[src/rtl/mwadd_pkg.sv]
// Shared constants for the multiword add sequencer.
// Latency: n/a (declarations only).
// Backpressure: n/a.
package mwadd_pkg;

    // The external adder is byte-wide.
    localparam int BYTE_W = 8;

    // Operand width limits, in bytes.
    localparam int NBYTES_MIN = 1;
    localparam int NBYTES_MAX = 16;

    // State encoding; plain constants keep the register a flat logic vector.
    typedef logic [1:0] state_t;
    localparam state_t ST_IDLE = 2'd0;
    localparam state_t ST_RUN  = 2'd1;
    localparam state_t ST_DONE = 2'd2;

    // Byte index width: clog2(nbytes), never narrower than one bit.
    function automatic int idx_width(input int nbytes);
        return (nbytes <= 2) ? 1 : $clog2(nbytes);
    endfunction

endpackage

[src/rtl/multiword_add_sequencer_if.sv]
// Operand request and result response bundle for the multiword add sequencer.
// Latency: n/a (wires only).
// Backpressure: in_valid/in_ready on the request side, out_valid/out_ready on the result side.
interface multiword_add_sequencer_if #(
    parameter int NBYTES = 4
);
    import mwadd_pkg::*;

    localparam int W = BYTE_W * NBYTES;

    logic         in_valid;
    logic         in_ready;
    logic [W-1:0] a;
    logic [W-1:0] b;
    logic         cin;

    logic         out_valid;
    logic         out_ready;
    logic [W-1:0] sum;
    logic         cout;
    logic         ovf;
    logic         zero;

    // Producer of operands / consumer of results.
    modport master (
        output in_valid, a, b, cin, out_ready,
        input  in_ready, out_valid, sum, cout, ovf, zero
    );

    // The sequencer itself.
    modport slave (
        input  in_valid, a, b, cin, out_ready,
        output in_ready, out_valid, sum, cout, ovf, zero
    );

endinterface

[src/rtl/mwadd_byte_shreg.sv]
// Operand register: parallel load, then shift right one byte per cycle, low byte exposed.
// Latency: low byte valid the cycle after load; each shift advances one byte.
// Backpressure: none; load and shift are sampled every edge, load wins.
module mwadd_byte_shreg
    import mwadd_pkg::*;
#(
    parameter int W = 32
) (
    input  logic              clk,
    input  logic              rst_n,
    input  logic              load,
    input  logic              shift,
    input  logic [W-1:0]      din,
    output logic [BYTE_W-1:0] lsb
);

    logic [W-1:0] q;

    // Load a whole operand, or move the next byte down into the low lane.
    always_ff @(posedge clk or negedge rst_n) begin
        if (!rst_n) begin
            q <= '0;
        end else if (load) begin
            q <= din;
        end else if (shift) begin
            q <= q >> BYTE_W;
        end
    end

    assign lsb = q[BYTE_W-1:0];

endmodule

[src/rtl/multiword_add_sequencer.sv]
// Serialises a W-bit add onto an external 8-bit adder, LSB byte first, rippling C8 into C0.
// Latency: out_valid rises NBYTES edges after the accepting edge; next accept NBYTES+2 cycles later at best.
// Backpressure: in_ready only in IDLE; result held in DONE until out_ready.
module multiword_add_sequencer
    import mwadd_pkg::*;
#(
    parameter int NBYTES = 4
) (
    input  logic                      clk,
    input  logic                      rst_n,
    multiword_add_sequencer_if.slave  bus,
    output logic [BYTE_W-1:0]         add_x,
    output logic [BYTE_W-1:0]         add_y,
    output logic                      add_c0,
    input  logic [BYTE_W-1:0]         add_s,
    input  logic                      add_c8
);

    localparam int W  = BYTE_W * NBYTES;
    localparam int IW = idx_width(NBYTES);

    if (NBYTES < NBYTES_MIN || NBYTES > NBYTES_MAX) begin : g_bad_nbytes
        $error("multiword_add_sequencer: NBYTES=%0d outside %0d..%0d", NBYTES, NBYTES_MIN, NBYTES_MAX);
    end

    state_t            state;
    logic              carry_reg;
    logic [IW-1:0]     idx;
    logic              a_sign;
    logic              b_sign;
    logic [W-1:0]      res;
    logic [W-1:0]      res_next;
    logic [BYTE_W-1:0] a_lsb;
    logic [BYTE_W-1:0] b_lsb;

    logic [W-1:0]      sum_r;
    logic              cout_r;
    logic              ovf_r;
    logic              zero_r;

    logic              load;
    logic              running;
    logic              last;

    assign load    = (state == ST_IDLE) && bus.in_valid;
    assign running = (state == ST_RUN);
    assign last    = running && (idx == IW'(NBYTES - 1));

    mwadd_byte_shreg #(.W(W)) u_shreg_a (
        .clk   (clk),
        .rst_n (rst_n),
        .load  (load),
        .shift (running),
        .din   (bus.a),
        .lsb   (a_lsb)
    );

    mwadd_byte_shreg #(.W(W)) u_shreg_b (
        .clk   (clk),
        .rst_n (rst_n),
        .load  (load),
        .shift (running),
        .din   (bus.b),
        .lsb   (b_lsb)
    );

    // Adder inputs are only live while RUN so the adder sees quiet zeros otherwise.
    assign add_x  = running ? a_lsb : '0;
    assign add_y  = running ? b_lsb : '0;
    assign add_c0 = running ? carry_reg : 1'b0;

    // Result bytes so far with this cycle's adder byte merged in at its lane.
    always_comb begin
        res_next = res;
        res_next[int'(idx) * BYTE_W +: BYTE_W] = add_s;
    end

    // Sequencing: accept, walk NBYTES bytes with carry feedback, then hold for the consumer.
    always_ff @(posedge clk or negedge rst_n) begin
        if (!rst_n) begin
            state     <= ST_IDLE;
            carry_reg <= 1'b0;
            idx       <= '0;
            a_sign    <= 1'b0;
            b_sign    <= 1'b0;
            res       <= '0;
        end else begin
            case (state)
                ST_IDLE: begin
                    if (bus.in_valid) begin
                        carry_reg <= bus.cin;
                        idx       <= '0;
                        a_sign    <= bus.a[W-1];
                        b_sign    <= bus.b[W-1];
                        state     <= ST_RUN;
                    end
                end
                ST_RUN: begin
                    res       <= res_next;
                    carry_reg <= add_c8;
                    if (last) begin
                        state <= ST_DONE;
                    end else begin
                        idx <= idx + 1'b1;
                    end
                end
                ST_DONE: begin
                    if (bus.out_ready) begin
                        state <= ST_IDLE;
                    end
                end
                default: begin
                    state <= ST_IDLE;
                end
            endcase
        end
    end

    // Result port registers update only on the final byte, so nothing partial ever shows.
    always_ff @(posedge clk or negedge rst_n) begin
        if (!rst_n) begin
            sum_r  <= '0;
            cout_r <= 1'b0;
            ovf_r  <= 1'b0;
            zero_r <= 1'b0;
        end else if (last) begin
            sum_r  <= res_next;
            cout_r <= add_c8;
            ovf_r  <= (a_sign == b_sign) && (res_next[W-1] != a_sign);
            zero_r <= (res_next == '0);
        end
    end

    assign bus.in_ready  = (state == ST_IDLE);
    assign bus.out_valid = (state == ST_DONE);
    assign bus.sum       = sum_r;
    assign bus.cout      = cout_r;
    assign bus.ovf       = ovf_r;
    assign bus.zero      = zero_r;

endmodule

[src/flat_wrapper.sv]
// flat-port wrapper written by rule: the top's interface ports become plain ports
module multiword_add_sequencer_flat import mwadd_pkg::*;
#(
    parameter int NBYTES = 4
)
  (clk, rst_n, add_x, add_y, add_c0, add_s, add_c8, bus_in_valid, bus_a, bus_b, bus_cin, bus_out_ready, bus_in_ready, bus_out_valid, bus_sum, bus_cout, bus_ovf, bus_zero);
  multiword_add_sequencer_if #(.NBYTES(NBYTES)) bus_i ();
  input  logic clk;
  input  logic rst_n;
  output logic [BYTE_W-1:0] add_x;
  output logic [BYTE_W-1:0] add_y;
  output logic add_c0;
  input  logic [BYTE_W-1:0] add_s;
  input  logic add_c8;
  input wire logic [$bits(bus_i.in_valid)-1:0] bus_in_valid;
  input wire logic [$bits(bus_i.a)-1:0] bus_a;
  input wire logic [$bits(bus_i.b)-1:0] bus_b;
  input wire logic [$bits(bus_i.cin)-1:0] bus_cin;
  input wire logic [$bits(bus_i.out_ready)-1:0] bus_out_ready;
  output wire logic [$bits(bus_i.in_ready)-1:0] bus_in_ready;
  output wire logic [$bits(bus_i.out_valid)-1:0] bus_out_valid;
  output wire logic [$bits(bus_i.sum)-1:0] bus_sum;
  output wire logic [$bits(bus_i.cout)-1:0] bus_cout;
  output wire logic [$bits(bus_i.ovf)-1:0] bus_ovf;
  output wire logic [$bits(bus_i.zero)-1:0] bus_zero;
  assign bus_i.in_valid = bus_in_valid;
  assign bus_i.a = bus_a;
  assign bus_i.b = bus_b;
  assign bus_i.cin = bus_cin;
  assign bus_i.out_ready = bus_out_ready;
  assign bus_in_ready = bus_i.in_ready;
  assign bus_out_valid = bus_i.out_valid;
  assign bus_sum = bus_i.sum;
  assign bus_cout = bus_i.cout;
  assign bus_ovf = bus_i.ovf;
  assign bus_zero = bus_i.zero;
  multiword_add_sequencer #(.NBYTES(NBYTES)) u_core (.clk(clk), .rst_n(rst_n), .bus(bus_i), .add_x(add_x), .add_y(add_y), .add_c0(add_c0), .add_s(add_s), .add_c8(add_c8));
endmodule
[config.mk]
export PLATFORM = sky130hd
export DESIGN_NAME = multiword_add_sequencer_flat
export DESIGN_NICKNAME = d
export VERILOG_FILES = /design/src/rtl/mwadd_pkg.sv /design/src/rtl/multiword_add_sequencer_if.sv /design/src/rtl/mwadd_byte_shreg.sv /design/src/rtl/multiword_add_sequencer.sv /design/src/flat_wrapper.sv
export SDC_FILE = /design/constraint.sdc
export NUM_CORES = 1
export LEC_CHECK = 0
export CAP_MARGIN = 20
export CORE_MARGIN = 8
export CORE_UTILIZATION = 50
export CTS_BUF_LIST = sky130_fd_sc_hd__clkbuf_16
export CTS_CLUSTER_DIAMETER = 30
export CTS_CLUSTER_SIZE = 14
export DETAILED_ROUTE_END_ITERATION = 12
export HOLD_SLACK_MARGIN = 0.15
export PLACE_DENSITY = 0.88
export SLEW_MARGIN = 10
export SYNTH_ARGS = -nofsm -noshare
export SYNTH_HDL_FRONTEND = slang
export SYNTH_HIERARCHICAL = 1
export SYNTH_SLANG_ARGS = --single-unit
export TNS_END_PERCENT = 30
[constraint.sdc]
create_clock -name clk -period 3.43 [get_ports clk]
set_input_delay 0.343 -clock clk [delete_from_list [all_inputs] [get_ports clk]]
set_output_delay 0.343 -clock clk [all_outputs]
set_load 0.005 [all_outputs]
==> results.md <==
- DP Wirelength: about 11 mm
- # IOs: around 130
- Main flop type after synthesis: dfrtp_1
- RSZ-0062 raised after global routing: no
- Max Root-Sink Buffers: 2
- Synth Net Count: ~740
- IO Port Bufs: 131
- Cell area after synthesis: 6640 sq um
- Core footprint: between 10000 and 15000 sq um
- Critical Path End Type: output port
- Commonest cells in the synthesized netlist: dfrtp_1, nand2_1, o21ai_1
- Startpoint class of the critical path: flop
- GRT Total Usage: just under 20%
- CTS tree: built
- EDFF count, synth: 0
- Clock Latency Late Sink: approximately 400 ps
- Htree depth: 4
- Total Negative Setup Slacks: 0 ps
- Initial antenna violation count: 0
- Final ANT Viol Nets: 0
- Post-synthesis sequential area ratio: 52.0%
- Pre-antenna DRT Iters: 5
- Final wirelength: 16.4 mm
- Least-Margin Pin Slew: 782 ps
- Slew Viols, Final: 0
- Yosys warnings: 6
- Final WS setup: between 300 and 400 ps
- # DRC: 0
- First-pass GRT wire length: ~27 mm
- Worst hold path type: in -> async
- Sw frac: roughly a third
- Die area: 17200 sq um
- Final Cycle Share: roughly 90%
- Cells after synthesis: approximately 660
- PD cells: between 900 and 1000 nW/um^2
- Crit path DAT: 2740 ps
- CTS clk-pin slew, worst paths: ~60 ps
- Logic pwr share: 40.2%
- Top cell type's share of synthesized area: a little over half
- Final min period: 3080 ps
- Clk pwr share: 24.8%
- Max Cap Viol: 0
- Cell with the most instances after synthesis: dfrtp_1
- Gpl congestion: approximately 0.84
- Worst Path Max Fanout: 48
- Dominant cell type by area after synthesis: dfrtp_1
- N_diodes: 0
- Vias: 5074
- Num rows: 42
- Vert. Die Dim: 131 um
- WP data required: 3090 ps
- Area grow syn2layout: 27.6%
- Async S/R FF share, synth: 100%
- Internal Pwr Total: 5.15 mW
- DRT iter0 DRCs: 362
- Main area contributors after synthesis: dfrtp_1, mux2i_1, nand2_1
- # clock sinks: 138
- Share of post-route cells with drive strength above 1: under 10%
- Fillers: 980
- Hold buffers post-CTS: 1
- Synthesized flop and latch total: 138
- Post-CTS Resized: 0
- Gr ovfl total: 0
- Routed len/inst: ~17 um
- Sequential power share: 35.0%
- P_leak: roughly 3.7 nW
- Num CTS Buffers: 17
- NumNets Final: 839
- Average instance area after synthesis: 10.1 sq um
- Yosys cell types: 43
- Final setup vio count: 0
- Vias per cell: about 5.4
- Post-CTS Setup Bufs: 0
- Max_slew headroom: 47.8%
- Final hold viol count: 0
- Clock Skews: around 8.0 ps
- Vias in the first global route: 5413
- CTS root buffer: clkbuf_16
- Run status: finished, final reports clean
- Largest net degree at the start of global routing: 122
- Crit Path Category: reg -> out
- Highest clock rate: 0.324 GHz
- Final Core Density: 64.7%
- DIE WIDTH: ~130 um
- Psw: 2.71 mW
- Pre-CTS setup slack: a little under 800 ps
- Maximum vdd drop: between 0.0003 and 0.0004 V
- Starting density of the core: 50.7%
- Hold slack: 457 ps
-- power groups by stage --
stage | clock network [mW] | registers (mW) | logic, mW
after floorplan | 0 | 2.64 | 2.32
after global placement | 0 | 2.72 | 3.03
after detailed placement | 0 | 2.77 | 3.14
after CTS | 1.98 | 2.75 | 3.17
after global routing | 2.06 | 2.83 | 3.48
final | 1.95 | 2.75 | 3.16
-- routing by layer --
metal	part of all wire (%)	track usage, %	vias up
li1	-	-	2436
met1	41	22.7	2427
met2	50	31.7	181
met3	6.4	6.06	30
met4	2.5	9.23	0
met5	0	0	-
-- cell type report --
class                           instances  area [sq um]  share of cell area [%]
Clock buffer                           17           425                    5.02
Clock inverter                         15           204                    2.41
Inverter                                4          16.3                   0.192
Multi-Input combinational cell        451          2710                    32.0
Sequential cell                       138          3450                    40.8
Tap cell                              176           220                    2.60
Timing Repair Buffer                  143          1440                    17.0
-- critical path, cell delays in order, from the launching register on --
cell	delay [ps]
dfrtp_1	400
nand2b_1	80
buf_4	260
clkinv_2	670
and2_1	450
clkdlybuf4s50_1	460
-- cell families after synthesis --
group           Yosys count  share of synthesized area [%]
simple gates            219                           16.3
compound gates          174                           15.5
flops                   138                           52.0
buf+inv                  66                           7.16
mux                      52                           7.90
fa+ha+maj                 6                           1.13
-- placed cells by master (no fill, tap or decap), drive strengths merged, types with 2 or more instances in the layout --
master         netlist  routed
nor3                 2       2
nand2b              19      19
clkdlybuf4s50        0     130
or3                  4       4
clkinv               0       7
dfrtp              138     138
a31oi                2       2
mux2                 3       3
clkinvlp             0       3
nor2                19      19
nand2              104     104
nor2b               33      33
inv                  4       4
ha                   6       6
o21ai              100     100
mux2i               49      49
a22o                21      21
and2                20      20
nand3                2       2
clkbuf              20      17
or4                  3       3
buf                 42      12
bufinv               0       5
nand4                2       2
nor4                 7       7
a21oi               43      43
-- metrics by stage --
stage	instance area, sq um	power (mW)	cells
final	8470	7.85	944
after global routing	8470	8.38	944
after CTS	8440	7.90	943
after detailed placement	7800	5.90	910
after global placement	7800	5.75	910
after floorplan	6640	4.96	655
-- path summary, 6_finish.rpt --
kind,end,slack [ps],cells past startpoint,from
max,add_y[1],350,5,u_core/state[0]
max in group asynchronous,u_core/u_shreg_a/q[29],1980,4,rst_n
max reg2reg,u_core/bus.zero,790,7,u_core/idx[0]
min reg2reg,u_core/bus.sum[8],480,2,u_core/bus.sum[8]
min,u_core/u_shreg_a/q[6],460,2,rst_n
min in group clk,u_core/u_shreg_a/q[25],470,3,bus_a[25]
No activity file was read; power rests on OpenSTA's default activity.
